`src/rtl/sram_like_arbiter.sv`:
```
`default_nettype none
// +----------------------------------------------------------------------------+
// | Module      : sram_like_arbiter                                            |
// | Description : Shares one SRAM-like slave port between the instruction and  |
// |               data requesters, routing in-order responses via an ID FIFO.  |
// | Revision    : 1.0  initial release                                         |
// +----------------------------------------------------------------------------+
module sram_like_arbiter #(
    parameter int OUTST_DEPTH = 4,
    parameter int PTR_W       = 2
) (
    input  logic                clk,
    input  logic                reset,

    input  logic                inst_req,
    input  logic                inst_wr,
    input  logic [1:0]          inst_size,
    input  logic [3:0]          inst_wstrb,
    input  logic [31:0]         inst_addr,
    input  logic [31:0]         inst_wdata,
    output logic                inst_addr_ok,
    output logic                inst_data_ok,
    output logic [31:0]         inst_rdata,

    input  logic                data_req,
    input  logic                data_wr,
    input  logic [1:0]          data_size,
    input  logic [3:0]          data_wstrb,
    input  logic [31:0]         data_addr,
    input  logic [31:0]         data_wdata,
    output logic                data_addr_ok,
    output logic                data_data_ok,
    output logic [31:0]         data_rdata,

    output logic                sl_req,
    output logic                sl_wr,
    output logic [1:0]          sl_size,
    output logic [3:0]          sl_wstrb,
    output logic [31:0]         sl_addr,
    output logic [31:0]         sl_wdata,
    input  logic                sl_addr_ok,
    input  logic                sl_data_ok,
    input  logic [31:0]         sl_rdata,

    output logic [PTR_W:0]      outst_cnt,
    output logic                proto_err
);

    localparam logic           c_INST  = 1'b0;
    localparam logic           c_DATA  = 1'b1;
    localparam logic [PTR_W:0] c_DEPTH = (PTR_W+1)'(OUTST_DEPTH);
    localparam logic [PTR_W:0] c_ONE   = (PTR_W+1)'(1);
    localparam logic [PTR_W-1:0] c_PTR_ONE = PTR_W'(1);

    logic                lock_valid_q, lock_valid_d;
    logic                lock_id_q,    lock_id_d;
    logic                id_fifo_q [OUTST_DEPTH];
    logic [PTR_W-1:0]    wr_ptr_q, wr_ptr_d;
    logic [PTR_W-1:0]    rd_ptr_q, rd_ptr_d;
    logic [PTR_W:0]      cnt_q,    cnt_d;
    logic                proto_err_q, proto_err_d;

    logic                w_grant;
    logic                w_gnt_req;
    logic                w_full;
    logic                w_empty;
    logic                w_accept;
    logic                w_pop;
    logic                w_head;

    // A locked grant takes precedence so an in-flight request is never swapped out.
    always_comb begin
        w_grant = c_DATA;
        if (lock_valid_q) begin
            w_grant = lock_id_q;
        end else if (data_req) begin
            w_grant = c_DATA;
        end else if (inst_req) begin
            w_grant = c_INST;
        end
    end

    assign w_gnt_req = (w_grant == c_DATA) ? data_req : inst_req;
    assign w_full    = (cnt_q == c_DEPTH);
    assign w_empty   = (cnt_q == '0);

    assign sl_req    = w_gnt_req & ~w_full;
    assign sl_wr     = (w_grant == c_DATA) ? data_wr    : inst_wr;
    assign sl_size   = (w_grant == c_DATA) ? data_size  : inst_size;
    assign sl_wstrb  = (w_grant == c_DATA) ? data_wstrb : inst_wstrb;
    assign sl_addr   = (w_grant == c_DATA) ? data_addr  : inst_addr;
    assign sl_wdata  = (w_grant == c_DATA) ? data_wdata : inst_wdata;

    assign w_accept  = sl_req & sl_addr_ok;
    assign w_pop     = sl_data_ok & ~w_empty;
    assign w_head    = id_fifo_q[rd_ptr_q];

    assign inst_addr_ok = w_accept & (w_grant == c_INST);
    assign data_addr_ok = w_accept & (w_grant == c_DATA);
    assign inst_data_ok = w_pop & (w_head == c_INST);
    assign data_data_ok = w_pop & (w_head == c_DATA);
    assign inst_rdata   = sl_rdata;
    assign data_rdata   = sl_rdata;

    assign outst_cnt = cnt_q;
    assign proto_err = proto_err_q;

    always_comb begin
        lock_valid_d = lock_valid_q;
        lock_id_d    = lock_id_q;
        wr_ptr_d     = wr_ptr_q;
        rd_ptr_d     = rd_ptr_q;
        cnt_d        = cnt_q;
        proto_err_d  = proto_err_q | (sl_data_ok & w_empty);

        if (w_accept) begin
            lock_valid_d = 1'b0;
        end else if (sl_req) begin
            lock_valid_d = 1'b1;
            lock_id_d    = w_grant;
        end

        if (w_accept) begin
            wr_ptr_d = wr_ptr_q + c_PTR_ONE;
        end
        if (w_pop) begin
            rd_ptr_d = rd_ptr_q + c_PTR_ONE;
        end

        case ({w_accept, w_pop})
            2'b10:   cnt_d = cnt_q + c_ONE;
            2'b01:   cnt_d = cnt_q - c_ONE;
            default: cnt_d = cnt_q;
        endcase
    end

    always_ff @(posedge clk) begin
        if (reset) begin
            lock_valid_q <= 1'b0;
            lock_id_q    <= c_INST;
            wr_ptr_q     <= '0;
            rd_ptr_q     <= '0;
            cnt_q        <= '0;
            proto_err_q  <= 1'b0;
            for (int i = 0; i < OUTST_DEPTH; i++) begin
                id_fifo_q[i] <= c_INST;
            end
        end else begin
            lock_valid_q <= lock_valid_d;
            lock_id_q    <= lock_id_d;
            wr_ptr_q     <= wr_ptr_d;
            rd_ptr_q     <= rd_ptr_d;
            cnt_q        <= cnt_d;
            proto_err_q  <= proto_err_d;
            if (w_accept) begin
                id_fifo_q[wr_ptr_q] <= w_grant;
            end
        end
    end

endmodule
`default_nettype wire
```
`config.mk`:
```
export PLATFORM = sky130hd
export DESIGN_NAME = sram_like_arbiter
export DESIGN_NICKNAME = d
export VERILOG_FILES = /design/src/rtl/sram_like_arbiter.sv
export SDC_FILE = /design/constraint.sdc
export NUM_CORES = 1
export LEC_CHECK = 0
export ABC_CLOCK_PERIOD_IN_PS = 7150
export CAP_MARGIN = 0
export CORE_AREA = 5 5 122 124
export DETAILED_ROUTE_END_ITERATION = 6
export DIE_AREA = 0 0 127 129
export PLACE_DENSITY = 0.63
export SETUP_SLACK_MARGIN = 0.2
export SLEW_MARGIN = 20
export SYNTH_ARGS = -nofsm -noshare
export SYNTH_HDL_FRONTEND = slang
export SYNTH_SLANG_ARGS = --single-unit
```
`constraint.sdc`:
```
create_clock -name clk -period 7.15 [get_ports clk]
set_clock_uncertainty 0.2 [all_clocks]
set_input_delay 1.0725 -clock clk [delete_from_list [all_inputs] [get_ports clk]]
set_output_delay 1.0725 -clock clk [all_outputs]
set_load 0.005 [all_outputs]
```
Yosys cells after proc, flatten, opt, wreduce, memory -nomap -nowiden
Memory sizes are Yosys's and may differ from the RTL's. A register that Yosys moved wholly into a read port is not among the register bits.
Cells that the tools add are included.
{"block": "word_totals", "ff_bits": 10, "wordCells": 53, "memories": 1, "mem_bits_rw": 4}
{"block": "op_classes", "n_bitwise": 14, "mux": 20, "reduce_logical": 5, "addsub": 4, "eq_ne": 3}
{"memory": "id_fifo_q", "depth": 4, "word_bits": 1, "read_ports": 1, "rd_ports_with_merged_regs": 1, "wr": 4, "line_no": "57", "source": "logic id_fifo_q [OUTST_DEPTH];"}
{"operator": "two-way mux 32 bit", "count": 2}
{"operator": "two-way mux 1 bit", "count": 12}
{"operator": "AND 1 bit", "count": 8}
{"operator": "two-way mux 2 bit", "count": 4}
{"operator": "one-hot mux 3 bit (2 select lines)", "count": 1}
{"operator": "inverter 1 bit", "count": 5}
{"operator": "adder 2 x 1 -> 2 bit (second input constant)", "count": 2}
{"operator": "two-way mux 4 bit", "count": 1}
{"operator": "adder 3 x 1 -> 3 bit (second input constant)", "count": 1}
{"operator": "== test 3 bit (second input constant)", "count": 1}
{"operator": "zero test 3 bit", "count": 1}
{"operator": "subtractor 3 x 1 -> 3 bit (second input constant)", "count": 1}
{"operator": "== test 2 x 1 -> 1 bit (second input constant)", "count": 1}
{"operator": "== test 2 bit (second input constant)", "count": 1}
{"operator": "AND reduction 2 bit", "count": 1}
{"operator": "nonzero test 2 bit", "count": 1}
{"operator": "OR reduction 2 bit", "count": 1}
{"operator": "OR 1 bit", "count": 1}
{"operator": "OR reduction 1 bit", "count": 1}

Longest topological paths before layout
{"block": "depth", "ltp_word": 11, "mapped_depth": 10}

Worst setup path after synthesis
OpenSTA, ideal clock, no wires.
{"block": "synth_path", "path_kind": "input -> output", "startpoint": "input inst_req", "endpoint": "output sl_addr[0]", "arrival_ns": 1.910, "setup_slack_ns": 3.968, "stages": 5, "cell_sequence": "nand2b_4 > o21a_1 > buf_4 > buf_6 > mux2_1"}
{"block": "synth_via", "elab_chain_cells": 4}
{"item": "start: declaration", "line_no": "15", "source": "input logic inst_req,"}
{"item": "two-way mux 1 bit", "line_no": "78", "source": "end else if (inst_req) begin"}
{"item": "two-way mux 1 bit", "line_no": "76", "source": "end else if (data_req) begin"}
{"item": "two-way mux 1 bit", "line_no": "74", "source": "if (lock_valid_q) begin"}
{"item": "two-way mux 32 bit", "line_no": "91", "source": "assign sl_addr = (w_grant == c_DATA) ? data_addr : inst_addr;"}
{"item": "end: declaration", "line_no": "39", "source": "output logic [31:0] sl_addr,"}
Every way passes these cells.

Worst setup path in the final report
{"block": "layout_path", "startpoint": "input inst_req", "endpoint": "output sl_wdata[14]"}
{"block": "layout_via", "elab_chain_cells": 4}
{"item": "two-way mux 1 bit", "line_no": "78"}
{"item": "two-way mux 1 bit", "line_no": "76"}
{"item": "two-way mux 1 bit", "line_no": "74"}
{"item": "two-way mux 32 bit", "line_no": "92", "source": "assign sl_wdata = (w_grant == c_DATA) ? data_wdata : inst_wdata;"}
{"item": "end: declaration", "line_no": "40", "source": "output logic [31:0] sl_wdata,"}
Every way passes these cells.

==> reports/qor.json <==
{
  "core_region_area": {"value": 13700, "unit": "µm²"},
  "outcome": {"value": "complete, no violations"},
  "worstSetupEndpointType": {"value": "primary output"},
  "cts_tree": {"value": "built"},
  "slew_viol_final": {"value": 0},
  "fin_ws": {"value": 2240, "unit": "ps"},
  "ioPinCount": {"value": 324},
  "synth-seq-cells": {"value": 16},
  "grt_max_degree": {"value": 53},
  "number_of_antenna_repair_diodes": {"value": 0},
  "grt_pass1_wl": {"value": 13.7, "unit": "mm"},
  "post_synth_inst_count": {"value": 226},
  "area_of_the_die": {"value": 16400, "unit": "µm²"},
  "grt_antenna_before_repair": {"value": 0},
  "post-dp-hpwl": {"value": 8.20, "unit": "mm"},
  "residual_drc_count": {"value": 0},
  "regToRegStartpoint": {"value": "outst_cnt[2]$_SDFFE_PP0P_"},
  "hold_path_end": {"value": "proto_err$_SDFF_PP0_"},
  "drt_wl_total": {"value": 9.34, "unit": "mm"},
  "worst_ep_required_time": {"value": 5880, "unit": "ps"},
  "post-route-util": {"value": 30.7, "unit": "%"},
  "slew_headroom": {"value": 56.5, "unit": "%"},
  "worstRegToRegCells": {"value": 10},
  "via_count_of_the_first_global_routing_pass": {"value": 2380},
  "routabilityCongestion": {"value": 0.886},
  "max_freq": {"value": 0.204, "unit": "GHz"},
  "largest_cells_by_area_after_synthesis": {"value": "mux2_1 35%, buf_4 22%, dfxtp_1 11%"},
  "crit_type": {"value": "in -> out"},
  "synth_area_per_cell": {"value": 9.61, "unit": "µm²"},
  "grtUsageTotal": {"value": 10.6, "unit": "%"},
  "cts_buffer_depth": {"value": 2},
  "area_growth": {"value": 93.4, "unit": "%"},
  "vias": {"value": 2145},
  "final-hold-violation-count": {"value": 0},
  "powerDensity": {"value": 186, "unit": "nW/µm²"},
  "cts_sinks": {"value": 16},
  "tritoncts.num_buffers": {"value": 3},
  "wl_per_cell": {"value": 16.6, "unit": "µm"},
  "post_synth_num_cell_types": {"value": 35},
  "die_span_x": {"value": 127, "unit": "µm"},
  "period_minus_slack": {"value": 4910, "unit": "ps"},
  "std_cell_rows": {"value": 43},
  "grt.overflow.total": {"value": 0},
  "worst_hold_path.num_cells": {"value": 2},
  "drt_pass_1_iters": {"value": 4},
  "detail_route.iter0.violations": {"value": 80},
  "synthAdderAreaFrac": {"value": 1.50, "unit": "%"},
  "critPathMaxFanout": {"value": 52},
  "synth.area.mux_share": {"value": 37.9, "unit": "%"},
  "fp.dieH": {"value": 129, "unit": "µm"},
  "synth_compound_area_share": {"value": 5.19, "unit": "%"},
  "synth_nets": {"value": 408},
  "timing.critical_path.from": {"value": "inst_req"},
  "min-delay-path-class": {"value": "reg -> reg"},
  "cts_hold_buffers": {"value": 0},
  "cts.root.buffer_cell": {"value": "clkbuf_16"},
  "synth_area": {"value": 2170, "unit": "µm²"},
  "post-route-period-util": {"value": 68.7, "unit": "%"},
  "route.detailed.vias_per_inst": {"value": 3.80},
  "postRouteAntennaNets": {"value": 0},
  "transition_time_at_the_pin_with_the_least_slew_margin": {"value": 653, "unit": "ps"},
  "vdd_ir_drop_max": {"value": 0.000130, "unit": "V"},
  "synth_xor_xnor_area_share": {"value": 1.61, "unit": "%"},
  "fin_tns_setup": {"value": 0, "unit": "ps"},
  "critPathArrivalTime": {"value": 3640, "unit": "ps"},
  "grt.met3_usage": {"value": 5.02, "unit": "%"},
  "start_util": {"value": 15.9, "unit": "%"},
  "worst_hold_startpoint": {"value": "proto_err$_SDFF_PP0_"},
  "cts.reportedPaths.clkPinSlew": {"value": 50, "unit": "ps"},
  "final_nets": {"value": 567},
  "yosysWarnings": {"value": 0},
  "pre_cts_slack": {"value": 2230, "unit": "ps"},
  "top_usage_layer": {"value": "met2"},
  "crit_path_start_kind": {"value": "input port"},
  "maxCapViolCount": {"value": 0},
  "post-cts-setup-buffer-count": {"value": 0},
  "portBuffers": {"value": 227},
  "netlist.area_leader.share": {"value": 35.3, "unit": "%"},
  "leakagePower": {"value": 0.00153, "unit": "µW"},
  "combinational_family_with_the_most_area_after_synthesis": {"value": "multiplexers"},
  "yosysSeqAreaShare": {"value": 16.6, "unit": "%"},
  "ff2ff_setup_slack": {"value": 4400, "unit": "ps"},
  "synth_area_leader_cell": {"value": "mux2_1"},
  "final-setup-viol-count": {"value": 0},
  "grt_util_met1": {"value": 12.4, "unit": "%"},
  "setup_repair_after_global_routing_missed_its_margin": {"value": "false"},
  "cts_htree_levels": {"value": 1},
  "crit_reg_reg_endpoint": {"value": "outst_cnt[2]$_SDFFE_PP0P_"},
  "synth_simple_gate_area_share": {"value": 9.22, "unit": "%"},
  "layout-drive-gt1-share": {"value": 4.17, "unit": "%"},
  "clk-insertion-delay-late": {"value": 250, "unit": "ps"},
  "post_cts_sizing_count": {"value": 0},
  "grt_use_met2": {"value": 18.2, "unit": "%"}
}
[where the power goes]
group / internal, µW / switching [µW]
combinational: 332 / 191
clock: 85.0 / 35.8
sequential: 115 / 21.2
[stage by stage]
step           instance area [µm²]  hold slack, ps  cells  power (µW)
3_3_place_gp                  4110             252    560         658
2_1_floorplan                 2170             260    226         404
3_5_place_dp                  4110             279    560         664
5_1_grt                       4200             316    564         831
4_1_cts                       4200             291    564         792
6_report                      4200             296    564         780
[final cells by class]
cell class | count | area (µm²)
Clock buffer | 4 | 88.8
Sequential cell | 16 | 360
Tap cell | 180 | 225
Inverter | 9 | 33.8
Timing Repair Buffer | 228 | 2280
Multi-Input combinational cell | 127 | 1210
Fill cell | 1449 | 9470
[cell families (layout without fill, tap and decap cells)]
| family | after synthesis | after routing |
|---|---|---|
| AO/OA/AOI/OAI | 14 | 14 |
| flip-flops | 16 | 16 |
| XOR/XNOR | 4 | 4 |
| buffers and inverters | 83 | 241 |
| adder cells (fa/ha/maj) | 2 | 2 |
| AND/OR/NAND/NOR | 35 | 35 |
| multiplexers | 72 | 72 |
[worst max-delay path, stage by stage]
cell and delay (ps):
clkdlybuf4s50_1 480, nand2b_4 120, o21a_4 340, buf_4 600, mux2_1 420, clkdlybuf4s50_1 550
[routing by layer]
| layer | routed length [µm] | part of all wire [%] |
|---|---|---|
| met1 | 3530 | 38 |
| met2 | 4600 | 49 |
| met5 | 0 | 0 |
| met4 | 93 | 1.0 |
| met3 | 1110 | 12 |
[synth_stat cells, drive strengths merged]
| cell | count |
|---|---|
| mux4 | 1 |
| a21oi | 4 |
| fa | 1 |
| nor2b | 1 |
| a31oi | 1 |
| nor3 | 6 |
| a21o | 1 |
| and2 | 2 |
| ha | 1 |
| xor2 | 3 |
| clkbuf | 2 |
| dfxtp | 12 |
| mux2 | 71 |
| nand2b | 4 |
| o21ai | 2 |
| a311oi | 1 |
| nor2 | 12 |
| a31o | 3 |
| xnor2 | 1 |
| nor3b | 2 |
| or3 | 2 |
| o21a | 1 |
| nor4 | 2 |
| nand3 | 2 |
| buf | 72 |
| nand3b | 1 |
| inv | 9 |
| edfxtp | 4 |
| nand2 | 1 |
| o31a | 1 |
[placed cells by master (no fill, tap or decap), drive strengths merged, types with 4 or more instances in the layout]
master	instances
mux2	71
edfxtp	4
inv	9
clkdlybuf4s50	227
a21oi	4
dfxtp	12
nand2b	4
clkbuf	4
nor2	12
nor3	6
[worst max path at each step]
stage	cells after the start	endpoint	slack (ps)
6_report	6	sl_wdata[14]	2240
5_1_grt	6	sl_wdata[14]	2130
3_3_place_gp	6	sl_wdata[14]	2260
4_1_cts	6	sl_wdata[14]	2230
3_5_place_dp	6	sl_wdata[14]	2230
2_1_floorplan	5	sl_addr[0]	3970
Note: power is estimated with default switching activity, not from simulation.
